## config.mk

```make
export PLATFORM = sky130hd
export DESIGN_NAME = lcd_hd44780_driver
export DESIGN_NICKNAME = d
export VERILOG_FILES = /design/src/rtl/lcd_hd44780_driver.sv
export SDC_FILE = /design/constraint.sdc
export NUM_CORES = 1
export LEC_CHECK = 0
export BUFFER_PORTS_ARGS = -buffer_cell sky130_fd_sc_hd__buf_2
export CORE_AREA = 3 3 83 85
export DETAILED_ROUTE_END_ITERATION = 12
export DIE_AREA = 0 0 86 88
export GPL_TIMING_DRIVEN = 0
export PLACE_DENSITY = 0.67
export SLEW_MARGIN = 20
export SYNTH_ARGS = -nofsm -noshare
export SYNTH_HDL_FRONTEND = slang
export SYNTH_SLANG_ARGS = --single-unit
```

## constraint.sdc

```tcl
create_clock -name i_clk -period 4.7 [get_ports i_clk]
set_clock_uncertainty 0.05 [all_clocks]
set_input_delay 0.47 -clock i_clk [delete_from_list [all_inputs] [get_ports i_clk]]
set_output_delay 0.47 -clock i_clk [all_outputs]
set_load 0.1 [all_outputs]
```

## src/rtl/lcd_hd44780_driver.sv

```systemverilog
// rtl/lcd_hd44780_driver.sv - HD44780 init sequence and continuous two-line refresh from a 32x8 character RAM
module lcd_hd44780_driver #(
  parameter int PWR_WAIT  = 750000,
  parameter int EN_CYCLES = 25,
  parameter int CMD_WAIT  = 2500,
  parameter int CLR_WAIT  = 100000
) (
  input  logic       i_clk,
  input  logic       i_rst_n,
  output logic [4:0] o_ram_raddr,
  input  logic [7:0] i_ram_dout,
  output logic [7:0] o_lcd_data,
  output logic       o_lcd_rs,
  output logic       o_lcd_rw,
  output logic       o_lcd_en,
  output logic       o_lcd_on,
  output logic       o_lcd_blon,
  output logic       o_frame_done
);

  localparam int MAX_A = (PWR_WAIT > CLR_WAIT) ? PWR_WAIT : CLR_WAIT;
  localparam int MAX_B = (CMD_WAIT > EN_CYCLES) ? CMD_WAIT : EN_CYCLES;
  localparam int MAXV  = (MAX_A > MAX_B) ? MAX_A : MAX_B;
  localparam int CW    = $clog2(MAXV + 1);

  typedef enum logic [2:0] {S_PWRUP, S_SETUP, S_EN_HI, S_HOLD, S_WAIT} state_t;

  state_t        r_state;
  logic [CW-1:0] r_cnt;
  logic          r_init;
  logic [1:0]    r_init_idx;
  logic          r_line_cmd;
  logic [4:0]    r_idx;
  logic [7:0]    r_data;
  logic          r_rs;
  logic          r_en;
  logic          r_is_clr;
  logic          r_last_char;
  logic          r_frame_done;

  logic [CW-1:0] w_wait_lim;
  logic [CW:0]   w_cnt_p2;
  logic [7:0]    w_init_byte;
  logic [7:0]    w_next_byte;
  logic          w_next_rs;
  logic          w_start;

  always_comb begin
    w_wait_lim = r_is_clr ? CW'(CLR_WAIT) : CW'(CMD_WAIT);
    w_cnt_p2   = (CW+1)'(r_cnt) + (CW+1)'(2);
    case (r_init_idx)
      2'd0:    w_init_byte = 8'h38;
      2'd1:    w_init_byte = 8'h0C;
      2'd2:    w_init_byte = 8'h01;
      default: w_init_byte = 8'h06;
    endcase
    w_next_rs = 1'b0;
    if (r_init) begin
      w_next_byte = w_init_byte;
    end else if (r_line_cmd) begin
      w_next_byte = r_idx[4] ? 8'hC0 : 8'h80;
    end else begin
      w_next_byte = i_ram_dout;
      w_next_rs   = 1'b1;
    end
    w_start = ((r_state == S_PWRUP) && (r_cnt == CW'(PWR_WAIT - 1))) ||
              ((r_state == S_WAIT)  && (r_cnt == w_wait_lim - CW'(1)));
  end

  always_ff @(posedge i_clk or negedge i_rst_n) begin
    if (!i_rst_n) begin
      r_state      <= S_PWRUP;
      r_cnt        <= '0;
      r_init       <= 1'b1;
      r_init_idx   <= 2'd0;
      r_line_cmd   <= 1'b0;
      r_idx        <= 5'd0;
      r_data       <= 8'h00;
      r_rs         <= 1'b0;
      r_en         <= 1'b0;
      r_is_clr     <= 1'b0;
      r_last_char  <= 1'b0;
      r_frame_done <= 1'b0;
    end else begin
      r_frame_done <= 1'b0;
      // The byte is latched here so later RAM writes cannot disturb an in-flight transaction.
      if (w_start) begin
        r_state     <= S_SETUP;
        r_cnt       <= '0;
        r_data      <= w_next_byte;
        r_rs        <= w_next_rs;
        r_is_clr    <= r_init && (r_init_idx == 2'd2);
        r_last_char <= !r_init && !r_line_cmd && (r_idx == 5'd31);
      end else begin
        case (r_state)
          S_PWRUP: r_cnt <= r_cnt + CW'(1);
          S_SETUP: begin
            r_en    <= 1'b1;
            r_cnt   <= '0;
            r_state <= S_EN_HI;
          end
          S_EN_HI: begin
            if (r_cnt == CW'(EN_CYCLES - 1)) begin
              r_en    <= 1'b0;
              r_cnt   <= '0;
              r_state <= S_HOLD;
            end else begin
              r_cnt <= r_cnt + CW'(1);
            end
          end
          S_HOLD: begin
            r_cnt   <= '0;
            r_state <= S_WAIT;
            if (r_last_char && (w_wait_lim == CW'(1))) r_frame_done <= 1'b1;
            // Advance to the next transaction; r_idx doubles as the RAM read address.
            if (r_init) begin
              if (r_init_idx == 2'd3) begin
                r_init     <= 1'b0;
                r_line_cmd <= 1'b1;
              end else begin
                r_init_idx <= r_init_idx + 2'd1;
              end
            end else if (r_line_cmd) begin
              r_line_cmd <= 1'b0;
            end else begin
              r_idx      <= r_idx + 5'd1;
              r_line_cmd <= (r_idx[3:0] == 4'hF);
            end
          end
          S_WAIT: begin
            r_cnt <= r_cnt + CW'(1);
            if (r_last_char && (w_cnt_p2 == (CW+1)'(w_wait_lim))) r_frame_done <= 1'b1;
          end
          default: r_state <= S_PWRUP;
        endcase
      end
    end
  end

  assign o_ram_raddr  = r_idx;
  assign o_lcd_data   = r_data;
  assign o_lcd_rs     = r_rs;
  assign o_lcd_rw     = 1'b0;
  assign o_lcd_en     = r_en;
  assign o_lcd_on     = 1'b1;
  assign o_lcd_blon   = 1'b1;
  assign o_frame_done = r_frame_done;

endmodule

```

======== After elaboration in Yosys (flattened, before gate mapping) ========
Cells that the tools add are included.
W data, S select, Z words.
word-level totals
  flip-flop bits (word level) ............. 45
  input port bits ......................... 10
  output and inout port bits .............. 19
  logic and storage cells ................. 85
operators by class
  add/sub/neg operators ................... 5
  equality and inequality tests ........... 18
  multiplexer cells ....................... 24
  bitwise gates (word level) .............. 4
  reductions and logical operators ........ 22
operators by type and width
  kind                     count
  $pmux W20 S3             1
  $mux W20                 2
  $add A20 B2 Y21 const B  1
  $eq A21 B17 Y1           1
  $add A20 B1 Y20 const B  1
  $eq A20 B20 Y1           1
  $eq A20 B20 Y1 const B   1
  $eq A20 B5 Y1 const B    1
  $pmux W6 S3              1
  $sub A17 B1 Y18 const B  1
  $eq A17 B1 Y1 const B    1
  $mux W17                 1
  $mux W8                  2
  $pmux W3 S4              1
  $mux W1                  11
  $reduce_and A4 Y1        2
  $logic_and A1 B1 Y1      7
  $mux W7                  1
  $eq A3 B2 Y1 const B     2
  $mux W3                  2
  $reduce_and A3 Y1        2
  $add A5 B1 Y5 const B    1
  $eq A5 B5 Y1 const B     1
  $eq A2 B2 Y1 const B     2
  18 further kinds         26

======== Logic depth before layout (Yosys ltp) ========
Gate-level depths: netlist of the first run.
  depth in word-level cells ............... 7
  mapped depth ............................ 9
  depth with buffers taken out ............ 8

======== Worst setup path after synthesis of the first run ========
OpenSTA, ideal clock, no wires.
  path kind ............................... register -> register
  start point ............................. register r_cnt[1]
  end point ............................... register r_frame_done, in the netlist o_frame_done
  setup time .............................. 0.096 ns
  arrival ................................. 2.298 ns
  required time ........................... 4.554 ns
  path slack .............................. 2.256 ns
  stages on the path, launching flop included .. 8
  path buffers ............................ 0
  clock period less this slack ............ 2.444 ns
  cells stage by stage .................... dfrtp_1 > ha_1 > nand3_2 > or3_1 > a211oi_2 > o211ai_1 > or4b_1 > nor4_2
between the ends
  word-level cells in the longest chain between the ends .. 6
  elaborated cells between the ends (all ways) .. 11
  classes of those cells .................. add/sub: 1; eq/ne: 3; mux: 3; reduce/logical: 4
RTL lines
  item                    line  RTL
  start, declared         29    logic [CW-1:0] r_cnt;
  start signal, assigned  96    S_PWRUP: r_cnt <= r_cnt + CW'(1);
  start signal, assigned  108   r_cnt <= r_cnt + CW'(1);
  start signal, assigned  131   r_cnt <= r_cnt + CW'(1);
  $add A20 B2 Y21         50    w_cnt_p2 = (CW+1)'(r_cnt) + (CW+1)'(2);
  $eq A21 B17 Y1          132   if (r_last_char && (w_cnt_p2 == (CW+1)'(w_wait_lim))) r_frame_done <= 1'b1;
  $logic_and A1 B1 Y1     132
  $mux W1                 132
  $pmux W1 S2             95    case (r_state)
  $mux W1 *               87    if (w_start) begin
  end signal, assigned    83    r_frame_done <= 1'b0;
  end signal, assigned    85    r_frame_done <= 1'b0;
  end signal, assigned    132
  end, declared           39    logic r_frame_done;
Mark *: on every way between the ends. The rest lies on a longest branch, timed or not.
A chain may end at the register's enable or synchronous reset.

======== Final worst setup path of the first run ========
Ends and elaborated chain as after synthesis.

==> results.yml, run 1 <==
status:
  status: "completed"
global_routing:
  grt_pass1_wl_mm: 14.0
  antenna_found_initial: 0
  grt.total_usage: 0.238
  overflow: 0
  grt_pass1_vias: 2756
  grt_max_degree: 46
routing:
  via_count: 2873
  highest_layer: "met4"
  drtPass1Iterations: 5
  via_per_inst: 6.09
  wire_per_inst_um: 17.9
  final_antenna_net_count: 0
  routed_wirelength_mm: 8.47
  wl_met2_mm: 4.01
  wl_met3_um: 587
  drc: 0
  wl_met1_mm: 3.69
  drt-initial-drc-count: 286
setup_path:
  crit_path_end_kind: "flop"
  regToRegEndpoint: "o_frame_done$_DFF_PN0_"
  crit_path_start_kind: "flop"
  r2r_cells: 7
  worstPathArrival_ns: 3.02
  cp_data_required_time_ns: 4.87
  r2r_slack_ns: 1.85
  setup.worst_path.class: "reg -> reg"
  path_max_fanout: 10
  worstReg2RegStart: "r_cnt[1]$_DFFE_PN0P_"
cts:
  cts_num_sinks: 45
  insertion_delay_ns: 0.30
  clkSlewWorstSetupHoldPaths_ns: 0.09
  cts-root-buf: "clkbuf_8"
  cts-hold-fix-buffers: 0
  cts_tree: "yes"
  cts_setup_buffers: 0
  ctsResizeCount: 0
  numCtsBuffers: 5
  htreeDepth: 2
  clockBufferDepth: 2
cells_and_area:
  layout.area.seq_um2: 1130
  fill_cells: 610
  diodes: 0
  multi_input_comb_area_um2: 1700
  drive_gt1_frac: 0.144
  area_growth_pct: 11.1
  final_cell_mix: "nand2_1 (49), dfrtp_1 (44), buf_2 (28)"
  layout_commonest_cell: "nand2_1"
  nets: 415
logic_synthesis:
  synth_top_area_share: 0.361
  synth_area_leader_cell: "dfrtp_1"
  ys.flop_type: "dfrtp_1"
  synthCells: 361
  ys_warn_count: 0
  async_flop_share: 1.00
  syn_area_um2: 3050
  ys_types: 58
  synth_seq_cells: 45
  synth-edff-count: 0
  synth.area.top_cells: "dfrtp_1 (36%), nand2_1 (6.0%), ha_1 (4.5%)"
  seq_area_frac_synth: 0.369
  syn_area_per_cell_um2: 8.45
sta:
  hold_ws_ns: 0.103
  layout_min_cycle_time_ns: 2.85
  hold_violations: 0
  tightest_slew_ns: 0.727
  post-route-period-util: 0.607
  slew_violations: 0
  slew_headroom: 0.513
  fin_tns_setup_ns: 0
  fmax_mhz: 351
  rsz0062_at_grt: "no"
  setup_viol: 0
power:
  pwr-share-comb: 0.040
  power_leakage_nw: 1.44
  p_switching_w: 0.000164
  p_clk_frac: 0.419
  ir_drop_v: 0.000129
  internal_power_w: 0.000553
  power_density_nw_per_um2: 211
  switching_share: 0.229
  seqPwrFrac: 0.541
flow_run:
  max_cap_violations: 0
worst_hold_path:
  min_path_type: "in -> async"
floorplan:
  dieHeight_um: 88
  die_area_um2: 7570
  initial_utilization: 0.486
  num_io_pins: 29
  dieWidth_um: 86
  rows: 29
  coreArea_um2: 6280
place:
  portBuffers: 25
  place_congestion: 0.952
  hpwl_mm: 5.99
worst max-delay path, cell delays in order, from the launching register on:
cell      delay (ns)
dfrtp_1         0.56
ha_1            0.35
nand3_2         0.18
or3_1           0.43
a211oi_2        0.23
o211ai_1        0.13
or4b_1          0.55
nor4_2          0.29
metal layers:
metal,up-vias,track usage
met4,0,0.0921
li1,1377,-
met3,22,0.0555
met2,122,0.387
met5,-,0
met1,1352,0.309
synthesized netlist by cell type, types with 2 or more instances:
master and number:
a21oi_1 8, a221o_1 2, a221oi_1 2, a221oi_2 3, a22oi_1 2, a31oi_1 12
and2_1 2, and3_1 4, and4_1 3, buf_2 4, buf_4 3, buf_6 3
clkbuf_1 18, conb_1 2, dfrtp_1 44, ha_1 11, inv_1 22, mux2_4 2
mux2i_1 5, nand2_1 49, nand2b_1 4, nand3_1 12, nand4_1 21, nor2_1 24
nor3_1 10, nor4_1 3, nor4b_1 2, o2111ai_1 3, o211ai_1 3, o21ai_0 13
o21ai_1 6, o22ai_1 8, o311ai_1 4, or2_2 2, or3_1 5, or4_1 6
xnor2_1 12, xor2_1 2
stage by stage:
| step | cells | utilization | power (W) | worst slack (ns) | cell area (um^2) |
|---|---|---|---|---|---|
| global placement | 464 | 0.522 | 0.000424 | 1.91 | 3280 |
| floorplan | 362 | - | 0.000412 | 2.26 | 3060 |
| global route | 472 | 0.540 | 0.000745 | 1.67 | 3390 |
| detailed placement | 464 | 0.522 | 0.000425 | 1.91 | 3280 |
| finish | 472 | 0.540 | 0.000716 | 1.85 | 3390 |
| CTS | 472 | 0.540 | 0.000727 | 1.89 | 3390 |
final cells by class:
class,instances,area share
well taps,77,0.0284
flip-flops and latches,45,0.332
clock inverters,2,0.0114
repair buffers,25,0.0376
plain buffers,29,0.0439
clock buffers,6,0.0214
inverters,22,0.0244
multi-input cells,266,0.500
power by group through the flow:
stage          registers, W  clock network [W]  logic [W]
6_report           0.000388           0.000300  0.0000286
5_1_grt            0.000388           0.000326  0.0000317
4_1_cts            0.000388           0.000310  0.0000294
3_5_place_dp       0.000395                  0  0.0000293
3_3_place_gp       0.000395                  0  0.0000292
2_1_floorplan      0.000399                  0  0.0000135
worst max path at each step:
stage                                startpoint                endpoint  slack (ns)  depth (start not counted)
after floorplan            r_cnt[1]$_DFFE_PN0P_  o_frame_done$_DFF_PN0_        2.26                          7
after global placement     r_cnt[1]$_DFFE_PN0P_  o_frame_done$_DFF_PN0_        1.91                          7
after detailed placement   r_cnt[1]$_DFFE_PN0P_  o_frame_done$_DFF_PN0_        1.91                          7
after CTS                  r_cnt[1]$_DFFE_PN0P_  o_frame_done$_DFF_PN0_        1.89                          7
after global routing      r_cnt[12]$_DFFE_PN0P_    r_cnt[2]$_DFFE_PN0P_        1.67                          7
final                      r_cnt[1]$_DFFE_PN0P_  o_frame_done$_DFF_PN0_        1.85                          7
cell families (layout without fill, tap and decap cells):
logic type / after synthesis / after routing / synth area share
XOR/XNOR: 14 / 14 / 0.0402
adder cells (fa/ha/maj): 11 / 11 / 0.0451
flip-flops: 45 / 45 / 0.369
AND/OR/NAND/NOR: 156 / 156 / 0.269
other: 2 / 3 / 0.00246
AO/OA/AOI/OAI: 75 / 75 / 0.172
buffers and inverters: 51 / 84 / 0.0758
multiplexers: 7 / 7 / 0.0262
flip-flops by register name (all words and copies together), names as in the netlist:
| register | cells |
|---|---|
| r_is_clr | 1 |
| r_cnt | 20 |
| r_last_char | 1 |
| o_ram_raddr | 5 |
| r_line_cmd | 1 |
| o_lcd_rs | 1 |
| r_state | 3 |
| o_lcd_en | 1 |
| r_init_idx | 2 |
| r_init | 1 |
| o_lcd_data | 8 |
| o_frame_done | 1 |
Note: power is estimated with default switching activity, not from simulation.
==> run 2: changes to the inputs <==
Settings changed: PLACE_DENSITY 0.67 to 0.7.
Clock period 4.7 ns to 2.3 ns, I/O delays scaled along.
==> run 2 against run 1 <==
  * The run now ends with negative setup slack left
  * Wire length increased by 8.2%
  * Via count grew 6.5%
  * Highest routed layer unchanged
  * Cell count rose by 2.5%
  * Die area unchanged
  * Sequential share of layout area down 2.6 points
  * Sequential cell count stayed put
==> results.yml, run 2 (synthesis gave the netlist of run 1 again) <==
status:
  status: "finished with violations"
  failed_checks: "negative setup slack"
routing:
  drt-initial-drc-count: 262
  routed_wirelength_mm: 9.16
  drtPass1Iterations: 5
  via_count: 3060
  drc: 0
  via_per_inst: 6.32
  wire_per_inst_um: 18.9
  final_antenna_net_count: 0
cts:
  cts_tree: "yes"
  htreeDepth: 2
  cts_num_sinks: 45
  clkSlewWorstSetupHoldPaths_ns: 0.09
  insertion_delay_ns: 0.31
  clockBufferDepth: 2
  cts-root-buf: "clkbuf_8"
  numCtsBuffers: 5
cells_and_area:
  drive_gt1_frac: 0.270
  nets: 427
  fill_cells: 561
  finalNonFillerCells: 484
  final_cell_mix: "nand2_1 (47), dfrtp_1 (38), buf_2 (25)"
  regMostFlops: "r_cnt"
  diodes: 0
  area_growth_pct: 21.2
  layout_commonest_cell: "nand2_1"
  largest_reg_flops: 20
floorplan:
  rows: 29
  initial_utilization: 0.486
  coreArea_um2: 6280
  num_io_pins: 29
  die_area_um2: 7570
  dieHeight_um: 88
  dieWidth_um: 86
setup_path:
  crit_path_end_kind: "flop"
  cp_data_required_time_ns: 2.44
  crit_path_start_kind: "flop"
  path_max_fanout: 10
  setup.worst_path.class: "reg -> reg"
  worstPathArrival_ns: 2.54
  path_buf_inv: 1
  critical-path-top-delay-family: "simple AND/OR/NAND/NOR gates"
  cp_cell_sequence: "or4_4 > or4_4 > nor3_4 > a21oi_4 > buf_8 > mux2_4"
  cpPeakStageDelay_ns: 0.55
  cpMostUsedCell: "or4_4"
  cp_slowest_cell: "or4_4"
global_routing:
  grt_max_degree: 46
  overflow: 0
  antenna_found_initial: 0
  grt_pass1_wl_mm: 14.3
  grt.total_usage: 0.244
  grt_pass1_vias: 2837
flow_run:
  max_cap_violations: 0
worst_hold_path:
  min_path_type: "in -> reg"
place:
  place_congestion: 0.964
  hpwl_mm: 6.11
  portBuffers: 25
  placed_cells_incl_taps: 464
sta:
  layout_min_cycle_time_ns: 2.40
  rsz0062_at_grt: "yes"
  setup_viol: 18
  hold_ws_ns: 0.136
  fmax_mhz: 417
  post-route-period-util: 1.04
  worst_slack_ns: -0.0966
  slew_headroom: 0.428
  hold_violations: 0
  slew_violations: 0
  tightest_slew_ns: 0.856
power:
  ir_drop_v: 0.000335
  power_leakage_nw: 1.58
  power_density_nw_per_um2: 368
==> run 2: cell types whose count changed in the layout (fill, tap and decap cells not counted), moves of 3 or more <==
cell | before | now
buf_4 | 4 | 24
buf_2 | 28 | 25
clkbuf_1 | 19 | 5
clkbuf_2 | 1 | 5
dfrtp_2 | 0 | 6
dfrtp_1 | 44 | 38
==> run 2: final timing paths <==
path,slack (ns),from,depth (start not counted),to
worst max-delay path,-0.1,r_cnt[6]$_DFFE_PN0P_,6,o_lcd_rs$_DFFE_PN0N_
worst min-delay path,0.14,i_ram_dout[1],3,o_lcd_data[1]$_DFFE_PN0N_
worst max register to register,-0.1,r_cnt[6]$_DFFE_PN0P_,6,o_lcd_rs$_DFFE_PN0N_
worst min register to register,0.44,o_lcd_data[6]$_DFFE_PN0N_,1,o_lcd_data[6]$_DFFE_PN0N_
max in group asynchronous,1.35,i_rst_n,2,r_state[1]$_DFFE_PN0P_
min in group asynchronous,0.40,i_rst_n,2,r_cnt[7]$_DFFE_PN0P_
==> run 2: repair_timing <==
item                                    4_1_cts  5_1_grt
endpoints found under the setup margin       32       32
endpoints found under the hold margin         0       44
pin swaps                                    10        8
buffers inserted                             11        6
hold buffers                                  0        1
gates cloned                                  1        0
gates resized for setup                      34       32
==> run 2: power breakdown <==
group          leakage (nW)  internal, W  switching [W]
sequential            0.591     0.000791    0.000000399
clock                0.0374     0.000215       0.000295
combinational         0.953    0.0000126      0.0000482
total                  1.58      0.00102       0.000344
==> run 2: final cells by class <==
class	instances	area [um^2]	share of cell area
Clock buffer	6	72.6	0.0196
Clock inverter	2	15.0	0.00406
Tap cell	77	96.3	0.0260
Timing Repair Buffer	44	277	0.0748
Inverter	22	82.6	0.0223
Buffer	22	160	0.0433
Sequential cell	45	1130	0.307
Multi-Input combinational cell	266	1860	0.503
==> run 2: stage by stage <==
step                setup TNS (ns)  worst slack [ns]  cell area (um^2)  power, W   util
CTS                         -0.503           -0.0552              3560   0.00137  0.567
global route                 -1.79            -0.142              3700   0.00140  0.589
detailed placement           -7.95            -0.336              3290  0.000867  0.524
finish                      -0.919           -0.0966              3700   0.00136  0.589
global placement             -6.29            -0.323              3290  0.000867  0.524
floorplan                 -0.00421          -0.00421              3070  0.000842      -
==> run 2: worst min-delay path, stage by stage <==
cell and delay, ns:
buf_2 0.08, a221oi_2 0.04, a21oi_1 0.10
==> run 2: routing by layer <==
| layer | global-route usage | share of wire | up-vias |
|---|---|---|---|
| li1 | - | - | 1403 |
| met1 | 0.319 | 0.42 | 1476 |
| met2 | 0.408 | 0.48 | 148 |
| met3 | 0.0367 | 0.067 | 33 |
| met4 | 0.0964 | 0.034 | 0 |
| met5 | 0 | 0 | - |
